### src/rtl/tft_sprite_bounce.sv
// ---------------------------------------------------------------------------
// tft_sprite_bounce
//
// Bouncing-sprite overlay for the TFT pixel pipeline. Sits between the TFT
// timing block (pix_x/pix_y) and the panel driver, compositing an
// IMG_W x IMG_H sprite (read from an external 1-cycle-latency ROM) over a
// selectable background. The sprite moves once per frame, reflecting off the
// panel edges; wall hits are counted.
//
// Ports
//   tft_clk     in   pixel clock
//   sys_rst_n   in   asynchronous active-low reset
//   pix_x/y     in   current pixel; values beyond the active area are blanking
//   pause       in   1 = hold sprite position (sampled at frame end)
//   key_en      in   1 = pixels equal to KEY_COLOR show the background
//   bg_mode     in   0 bars, 1 solid bg_color, 2 8x8 checker, 3 black
//   bg_color    in   RGB565 for solid mode and checker light squares
//   rom_data    in   sprite pixel, valid 1 cycle after rom_rd_en
//   rom_addr    out  sprite ROM address
//   rom_rd_en   out  ROM read strobe (pixel is inside the sprite window)
//   pix_data    out  RGB565 output pixel, 1 cycle after pix_x/pix_y
//   frame_tick  out  1-cycle pulse the cycle after the last active pixel
//   hit_cnt     out  saturating count of wall hits since reset
// ---------------------------------------------------------------------------
module tft_sprite_bounce #(
    parameter int          H_VALID   = 480,
    parameter int          V_VALID   = 272,
    parameter int          IMG_W     = 100,
    parameter int          IMG_H     = 100,
    parameter int          ADDR_W    = 14,
    parameter int          STEP_X    = 1,
    parameter int          STEP_Y    = 1,
    parameter logic [15:0] KEY_COLOR = 16'hF81F
) (
    input  logic              tft_clk,
    input  logic              sys_rst_n,
    input  logic [9:0]        pix_x,
    input  logic [9:0]        pix_y,
    input  logic              pause,
    input  logic              key_en,
    input  logic [1:0]        bg_mode,
    input  logic [15:0]       bg_color,
    input  logic [15:0]       rom_data,
    output logic [ADDR_W-1:0] rom_addr,
    output logic              rom_rd_en,
    output logic [15:0]       pix_data,
    output logic              frame_tick,
    output logic [15:0]       hit_cnt
);

    localparam int BAR_W = H_VALID / 10;

    localparam logic [10:0]        H_V       = 11'(H_VALID);
    localparam logic [10:0]        V_V       = 11'(V_VALID);
    localparam logic [10:0]        IMG_W_11  = 11'(IMG_W);
    localparam logic [10:0]        IMG_H_11  = 11'(IMG_H);
    localparam logic [10:0]        X_MAX     = 11'(H_VALID - IMG_W);
    localparam logic [10:0]        Y_MAX     = 11'(V_VALID - IMG_H);
    localparam logic signed [11:0] X_MAX_S   = 12'(H_VALID - IMG_W);
    localparam logic signed [11:0] Y_MAX_S   = 12'(V_VALID - IMG_H);
    localparam logic signed [11:0] STEP_X_S  = 12'(STEP_X);
    localparam logic signed [11:0] STEP_Y_S  = 12'(STEP_Y);
    localparam logic [ADDR_W-1:0]  ADDR_LAST = ADDR_W'(IMG_W * IMG_H - 1);

    localparam logic [15:0] C_RED    = 16'hF800;
    localparam logic [15:0] C_ORANGE = 16'hFD20;
    localparam logic [15:0] C_YELLOW = 16'hFFE0;
    localparam logic [15:0] C_GREEN  = 16'h07E0;
    localparam logic [15:0] C_CYAN   = 16'h07FF;
    localparam logic [15:0] C_BLUE   = 16'h001F;
    localparam logic [15:0] C_PURPLE = 16'h8010;
    localparam logic [15:0] C_BLACK  = 16'h0000;
    localparam logic [15:0] C_WHITE  = 16'hFFFF;
    localparam logic [15:0] C_GRAY   = 16'h8410;

    // dir_*: 0 = moving towards larger coordinates, 1 = towards smaller
    logic [10:0]       x_pos_q, x_pos_d;
    logic [10:0]       y_pos_q, y_pos_d;
    logic              dir_x_q, dir_x_d;
    logic              dir_y_q, dir_y_d;
    logic [ADDR_W-1:0] addr_q, addr_d;
    logic [15:0]       hit_q, hit_d;
    logic              tick_q;
    logic              img_v_q;
    logic [15:0]       bg_q, bg_d;

    logic [10:0]        px11, py11;
    logic               fe;
    logic               in_win;
    logic               blank;
    logic [3:0]         bar_idx;
    logic signed [11:0] x_cur_s, y_cur_s;
    logic signed [11:0] nx_s, ny_s;
    logic               hit_x, hit_y;
    logic [1:0]         hit_inc;
    logic [16:0]        hit_sum;

    assign px11 = {1'b0, pix_x};
    assign py11 = {1'b0, pix_y};

    assign fe = (px11 == H_V - 11'd1) && (py11 == V_V - 11'd1);

    // The window always lies inside the active area, so blanking pixels
    // can never fall inside it.
    assign in_win = (px11 >= x_pos_q) && (px11 < x_pos_q + IMG_W_11) &&
                    (py11 >= y_pos_q) && (py11 < y_pos_q + IMG_H_11);

    // The strobe is combinational, so it is gated by reset to keep the ROM
    // idle while the block is held in reset with the sprite at (0,0).
    assign rom_rd_en = in_win & sys_rst_n;
    assign rom_addr  = addr_q;

    assign blank = (px11 >= H_V) || (py11 >= V_V);

    // -----------------------------------------------------------------
    // Motion: evaluated every cycle, committed only at frame end.
    // -----------------------------------------------------------------
    assign x_cur_s = signed'({1'b0, x_pos_q});
    assign y_cur_s = signed'({1'b0, y_pos_q});

    always_comb begin
        x_pos_d = x_pos_q;
        y_pos_d = y_pos_q;
        dir_x_d = dir_x_q;
        dir_y_d = dir_y_q;
        hit_x   = 1'b0;
        hit_y   = 1'b0;
        nx_s    = dir_x_q ? (x_cur_s - STEP_X_S) : (x_cur_s + STEP_X_S);
        ny_s    = dir_y_q ? (y_cur_s - STEP_Y_S) : (y_cur_s + STEP_Y_S);

        if (fe && !pause) begin
            if (nx_s > X_MAX_S) begin
                x_pos_d = X_MAX;
                dir_x_d = 1'b1;
                hit_x   = 1'b1;
            end else if (nx_s < 12'sd0) begin
                x_pos_d = 11'd0;
                dir_x_d = 1'b0;
                hit_x   = 1'b1;
            end else begin
                x_pos_d = nx_s[10:0];
            end

            if (ny_s > Y_MAX_S) begin
                y_pos_d = Y_MAX;
                dir_y_d = 1'b1;
                hit_y   = 1'b1;
            end else if (ny_s < 12'sd0) begin
                y_pos_d = 11'd0;
                dir_y_d = 1'b0;
                hit_y   = 1'b1;
            end else begin
                y_pos_d = ny_s[10:0];
            end
        end
    end

    // A corner hit contributes 2; the counter sticks at all-ones.
    assign hit_inc = {1'b0, hit_x} + {1'b0, hit_y};
    assign hit_sum = {1'b0, hit_q} + {15'd0, hit_inc};
    assign hit_d   = hit_sum[16] ? 16'hFFFF : hit_sum[15:0];

    // -----------------------------------------------------------------
    // Sprite ROM address: follows the window in raster order, restarts
    // every frame. Frame-end clear wins over a coincident window pixel.
    // -----------------------------------------------------------------
    always_comb begin
        addr_d = addr_q;
        if (fe) begin
            addr_d = '0;
        end else if (in_win) begin
            addr_d = (addr_q == ADDR_LAST) ? '0 : addr_q + ADDR_W'(1);
        end
    end

    // -----------------------------------------------------------------
    // Background generator
    // -----------------------------------------------------------------
    always_comb begin
        bar_idx = 4'd0;
        for (int i = 1; i < 10; i++) begin
            if (px11 >= 11'(i * BAR_W)) begin
                bar_idx = 4'(i);
            end
        end

        bg_d = 16'h0000;
        if (!blank) begin
            unique case (bg_mode)
                2'd0: begin
                    case (bar_idx)
                        4'd0:    bg_d = C_RED;
                        4'd1:    bg_d = C_ORANGE;
                        4'd2:    bg_d = C_YELLOW;
                        4'd3:    bg_d = C_GREEN;
                        4'd4:    bg_d = C_CYAN;
                        4'd5:    bg_d = C_BLUE;
                        4'd6:    bg_d = C_PURPLE;
                        4'd7:    bg_d = C_BLACK;
                        4'd8:    bg_d = C_WHITE;
                        default: bg_d = C_GRAY;
                    endcase
                end
                2'd1: bg_d = bg_color;
                2'd2: bg_d = (pix_x[3] ^ pix_y[3]) ? 16'h0000 : bg_color;
                2'd3: bg_d = 16'h0000;
            endcase
        end
    end

    // -----------------------------------------------------------------
    // State registers
    // -----------------------------------------------------------------
    always_ff @(posedge tft_clk or negedge sys_rst_n) begin
        if (!sys_rst_n) begin
            x_pos_q <= '0;
            y_pos_q <= '0;
            dir_x_q <= 1'b0;
            dir_y_q <= 1'b0;
            addr_q  <= '0;
            hit_q   <= '0;
            tick_q  <= 1'b0;
            img_v_q <= 1'b0;
            bg_q    <= '0;
        end else begin
            x_pos_q <= x_pos_d;
            y_pos_q <= y_pos_d;
            dir_x_q <= dir_x_d;
            dir_y_q <= dir_y_d;
            addr_q  <= addr_d;
            hit_q   <= hit_d;
            tick_q  <= fe;
            img_v_q <= in_win;
            bg_q    <= bg_d;
        end
    end

    assign frame_tick = tick_q;
    assign hit_cnt    = hit_q;

    // ROM data for the pixel registered last cycle arrives now, so the
    // composite is combinational on rom_data and key_en.
    assign pix_data = (img_v_q && !(key_en && (rom_data == KEY_COLOR))) ? rom_data : bg_q;

endmodule

### config.mk
export PLATFORM = sky130hd
export DESIGN_NAME = tft_sprite_bounce
export DESIGN_NICKNAME = d
export VERILOG_FILES = /design/src/rtl/tft_sprite_bounce.sv
export SDC_FILE = /design/constraint.sdc
export NUM_CORES = 1
export LEC_CHECK = 0
export ABC_CLOCK_PERIOD_IN_PS = 4800
export CORE_ASPECT_RATIO = 1.75
export CORE_MARGIN = 2
export CORE_UTILIZATION = 50
export DETAILED_ROUTE_END_ITERATION = 6
export HOLD_SLACK_MARGIN = 0.12
export PLACE_DENSITY = 0.89
export SYNTH_ARGS = -nofsm -noshare
export SYNTH_HDL_FRONTEND = slang
export SYNTH_SLANG_ARGS = --single-unit
### constraint.sdc
create_clock -name tft_clk -period 4.8 [get_ports tft_clk]
set_input_delay 0.48 -clock tft_clk [delete_from_list [all_inputs] [get_ports tft_clk]]
set_output_delay 0.48 -clock tft_clk [all_outputs]
set_load 0.01 [all_outputs]
# Yosys cells after proc, flatten, opt, wreduce, memory -nomap -nowiden
# Memories as Yosys holds them, arrays and structs flattened.
# Index checks and enable logic that the tools add are counted.
# totals
reg_bits	72
mem_bits_ro	256
mem_count	1
# memory_table
memory	depth	width	rd	rd_ports_with_merged_regs	wr	line	source
(no name shown)	16	16	1	0	0	191	case (bar_idx)
# op_classes
add_sub_neg	9
magnitude_cmp	19
n_eq_ne	7
n_mux	33
bitwise	2
reduce_logical	16
# ops
cell	count
16-bit 2-to-1 mux	4
16-bit one-hot mux with 4 select lines	1
10-bit by 9-bit greater-or-equal comparator with 1-bit output (second input constant)	6
11-bit 2-to-1 mux	4
14-bit 2-to-1 mux	3
4-bit 2-to-1 mux	8
10-bit by 8-bit greater-or-equal comparator with 1-bit output (second input constant)	3
11-bit by 1-bit adder with 12-bit output (second input constant)	2
12-bit by 1-bit less-than comparator with 1-bit output (second input constant)	2
12-bit 2-to-1 mux	2
11-bit by 1-bit subtractor with 12-bit output (second input constant)	2
11-bit by 7-bit adder with 11-bit output (second input constant)	2
10-bit by 11-bit greater-or-equal comparator with 1-bit output	2
10-bit by 11-bit less-than comparator with 1-bit output	2
10-bit by 9-bit == test with 1-bit output (second input constant)	2
16-bit by 2-bit adder with 17-bit output	1
16-bit == test (second input constant)	1
14-bit by 1-bit adder with 14-bit output (second input constant)	1
14-bit == test (second input constant)	1
12-bit by 10-bit greater-than comparator with 1-bit output (second input constant)	1
12-bit by 9-bit greater-than comparator with 1-bit output (second input constant)	1
1-bit 2-to-1 mux	11
10-bit by 6-bit greater-or-equal comparator with 1-bit output (second input constant)	1
10-bit by 7-bit greater-or-equal comparator with 1-bit output (second input constant)	1
other kinds (11)	22

# Logic depth before layout (Yosys ltp)
# An unclocked memory read counts as a cell.
# logic_depth
ltp_word	13
ltp_mapped	19
depth_no_buf	19

# Worst setup path before layout
# Ideal clock, no wire load.
# synth_timing
kind	register -> register
start	register dir_x_q
end	register hit_q[10] (netlist: hit_cnt[10])
setup_time_ns	0.083
t_arrival_ns	4.220
required_ns	4.717
slack_ns	0.498
stages_incl_launch_ff	20
n_path_buf	1
synth_period_minus_slack_ns	4.302
cell_sequence	dfrtp_1 fa_1 a211oi_1 o21a_1 or2_1 a21boi_0 a31oi_1 o211ai_2 nand2b_1 nand2_1 fa_1 inv_1 ha_1 and3_1 nand3_1 nor2_1 nand2_1 or3_1 clkbuf_1 o21ai_0
# synth_between
elab_chain_cells	8
# synth_lines
item	line	source
start, declared	79	logic dir_x_q, dir_x_d;
start signal, assigned	228	dir_x_q <= dir_x_d;
12-bit 2-to-1 mux *	128	nx_s = dir_x_q ? (x_cur_s - STEP_X_S) : (x_cur_s + STEP_X_S);
12-bit by 1-bit less-than comparator with 1-bit output	136	end else if (nx_s < 12'sd0) begin
1-bit 2-to-1 mux	136	
1-bit 2-to-1 mux *	132	if (nx_s > X_MAX_S) begin
1-bit 2-to-1 mux *	131	if (fe && !pause) begin
1-bit by 1-bit adder with 2-bit output *	159	assign hit_inc = {1'b0, hit_x} + {1'b0, hit_y};
16-bit by 2-bit adder with 17-bit output *	160	assign hit_sum = {1'b0, hit_q} + {15'd0, hit_inc};
16-bit 2-to-1 mux *	161	assign hit_d = hit_sum[16] ? 16'hFFFF : hit_sum[15:0];
via hit_d[10]	82	logic [15:0] hit_q, hit_d;
end signal, assigned	231	hit_q <= hit_d;
end, declared	82	
# The timed path passes the listed nets; every way through them passes the cells marked *.
# A chain may end at the register's enable or synchronous reset.

# Worst setup path in the final report
# layout_timing
start	register dir_y_q
end	register hit_q[5] (netlist: hit_cnt[5])
# layout_between
elab_chain_cells	8
# layout_lines
item	line	source
start, declared	80	logic dir_y_q, dir_y_d;
start signal, assigned	229	dir_y_q <= dir_y_d;
12-bit 2-to-1 mux *	129	ny_s = dir_y_q ? (y_cur_s - STEP_Y_S) : (y_cur_s + STEP_Y_S);
12-bit by 1-bit less-than comparator with 1-bit output	148	end else if (ny_s < 12'sd0) begin
1-bit 2-to-1 mux	148	
1-bit 2-to-1 mux *	144	if (ny_s > Y_MAX_S) begin
1-bit 2-to-1 mux *	131	
1-bit by 1-bit adder with 2-bit output *	159	
16-bit by 2-bit adder with 17-bit output *	160	
16-bit 2-to-1 mux *	161	
via hit_d[5]	82	
# Marked as above.

==> qor.txt <==
status: complete, no violations
fin cells: 904
Detailed Route WL: 16710 µm
area fraction of the dominant cell type after synthesis: 0.3109
root buf cell: clkbuf_16
Core Area: 11450 µm²
CTS H-Tree Depth: 3
vias per cell: 6.355
Lkg Pwr: 3.278 nW
post-route cell area: 7385 µm²
CP required: 5.06 ns
ant diodes: 0
CTS tree: built
CTS sink cnt: 72
Total GRT Usage: 0.2694
count of final setup violators: 0
HP Class: in2async
RSZ-0062 raised after global routing: no
clk slew on worst S/H paths: 0.06 ns
startpoint types: register
syn nets: 771
Post-synth top cells: dfrtp_1 (72), ha_1 (62), nand2_1 (49)
Fmax: 225.0 MHz
Setup CP Type: reg2reg
final setup skew: 0.008860 ns
Post-synth EDFFs: 0
Synth Register Bits: 72
Layout area overhead: 27.42%
area leader, netlist: dfrtp_1
chip width: 85.39 µm
count of input and output buffers: 105
post-route ant nets: 0
FF-to-FF Start: dir_y_q$_DFFE_PN0P_
Slew @ Worst Pin: 1.185 ns
placed cell areas: 7059 µm²
synthesized area: 5796 µm²
FF/Latch Area: 1802 µm²
share of cells above drive strength 1: 0.08973
Post-CTS Hold Buffers: 0
maximum vdd drop: 0.0002118 V
post-synthesis sequential area ratio: 0.3109
area of the multi-input gates: 3797 µm²
clk buf depth: 2
Crit. End Element: register
DRC: 0
first-pass iteration count of the detailed router: 6
main area contributors after synthesis: dfrtp_1 (31%), ha_1 (13%), xnor2_1 (4.1%)
num rows: 52
global-route wire length before repair: 27210 µm
clk_lat worst skew: 0.34 ns
Die Area: 12500 µm²
top-count cell post-synth: dfrtp_1
io pins: 106
Post-DP HPWL: 12850 µm
setup TNS: 0 ns
Async SR Flop Fraction: 1.000
crit path DAT: 4.70 ns
Yosys Warn Count: 0
P per Cell Area: 200.5 nW/µm²
synth unique cells: 68
Final Hold Fails: 0
Cells after Synth: 648
Main synth FF type: dfrtp_1
total congestion overflow: 0
fillcell total: 915
routed vias: 5745
Num CTS Buffers: 9
largest net degree at the start of global routing: 73
vias in the first global route: 5991
initial antenna violation count: 0
Layout Nets: 887
Slew Viols, Final: 0
crit path launch: dir_y_q$_DFFE_PN0P_
dpl cells: 888
Die Height: 146.4 µm
Final period util: 0.9259
WHS: 0.3896 ns
Max Cap Violations: 0
Slew headroom: 0.2068
Syn Area/Cell: 8.944 µm²
min Tclk post-route: 4.444 ns
initial core utilization: 0.5061
CP max FO: 13
final weighted congestion of routability-driven global placement: 0.9128
mean routed wirelength per cell: 18.48 µm
DR iter-0 viols: 319
## what timing repair did
item | 4_1_cts | 5_1_grt
resized for setup | 0 | 4
endpoints found under the setup margin | 0 | 14
buffers inserted | 0 | 0
## state kept, by name, summed over array words and instances (netlist names)
register / count
frame_tick: 1
img_v_q: 1
rom_addr: 14
bg_q: 16
dir_x_q: 1
hit_cnt: 16
y_pos_q: 11
x_pos_q: 11
dir_y_q: 1
## cells by family (layout without fill, tap and decap cells)
group | count (synthesis) | count (layout) | synth area share
AOI/OAI and AO/OA | 201 | 201 | 0.2381
xor gates and xnor gates | 34 | 34 | 0.05138
adders and majority gates | 65 | 65 | 0.1442
buffers and inverters | 53 | 174 | 0.03692
DFF | 72 | 72 | 0.3109
muxes | 17 | 17 | 0.03281
and+or+nand+nor | 206 | 206 | 0.1857
## cells in the final DEF (no fill, tap or decap), drive strengths merged, types with 23 or more instances in the layout
| cell | n |
|---|---|
| a21oi | 47 |
| clkdlybuf4s50 | 104 |
| dfrtp | 72 |
| ha | 62 |
| inv | 36 |
| nand2 | 50 |
| nor2 | 48 |
| o21a | 23 |
| o21ai | 41 |
| xnor2 | 27 |
## per-layer routing
layer | wire (µm) | global-route usage | vias to the layer above
met5 | 0 | 0 | -
met4 | 1005 | 0.1690 | 0
met3 | 868 | 0.05314 | 80
met2 | 8821 | 0.4980 | 247
met1 | 6014 | 0.2655 | 2766
li1 | - | - | 2652
## power by group
part           internal, W  switching, W
logic            0.0000872     0.0000823
registers         0.000614    0.00000487
clock network     0.000417      0.000275
total              0.00112      0.000362
## stage by stage
step,utilization,setup WS [ns],total power [W]
3_5_place_dp,0.6165,0.1114,0.0007968
3_3_place_gp,0.6165,0.2571,0.0007888
5_1_grt,0.6449,0.01003,0.001524
4_1_cts,0.6434,0.1414,0.001480
6_report,0.6449,0.3556,0.001480
2_1_floorplan,-,0.4978,0.0006881
## worst max-delay path: stages, from the launching register on
cell,delay (ns)
dfrtp_1,0.48
buf_4,0.22
ha_1,0.32
a21oi_1,0.48
xnor2_1,0.17
o31ai_1,0.29
a21o_1,0.17
a21o_1,0.20
o21ai_0,0.13
fa_1,0.42
inv_1,0.08
ha_1,0.17
and3_1,0.20
nand3_1,0.12
nor2_1,0.19
nand2_1,0.13
or3_4,0.48
o21ai_0,0.10
## area by class of cell
type,count,share of cell area
Multi-Input combinational cell,523,0.5142
Sequential cell,72,0.2440
Timing Repair Buffer,122,0.1589
Clock buffer,10,0.03236
Tap cell,135,0.02287
Inverter,36,0.01830
Clock inverter,6,0.009319
## path summary, 6_finish.rpt
path | slack, ns | cells after the start | endpoint
max in group asynchronous | 3.75 | 2 | y_pos_q[4]$_DFFE_PN0P_
min in group tft_clk | 0.54 | 1 | rom_addr[13]$_DFFE_PN0P_
max reg2reg | 0.36 | 17 | hit_cnt[5]$_DFF_PN0_
min reg2reg | 0.54 | 1 | rom_addr[13]$_DFFE_PN0P_
max | 0.36 | 17 | hit_cnt[5]$_DFF_PN0_
min | 0.39 | 2 | hit_cnt[14]$_DFF_PN0_
Note: power is estimated with default switching activity, not from simulation.
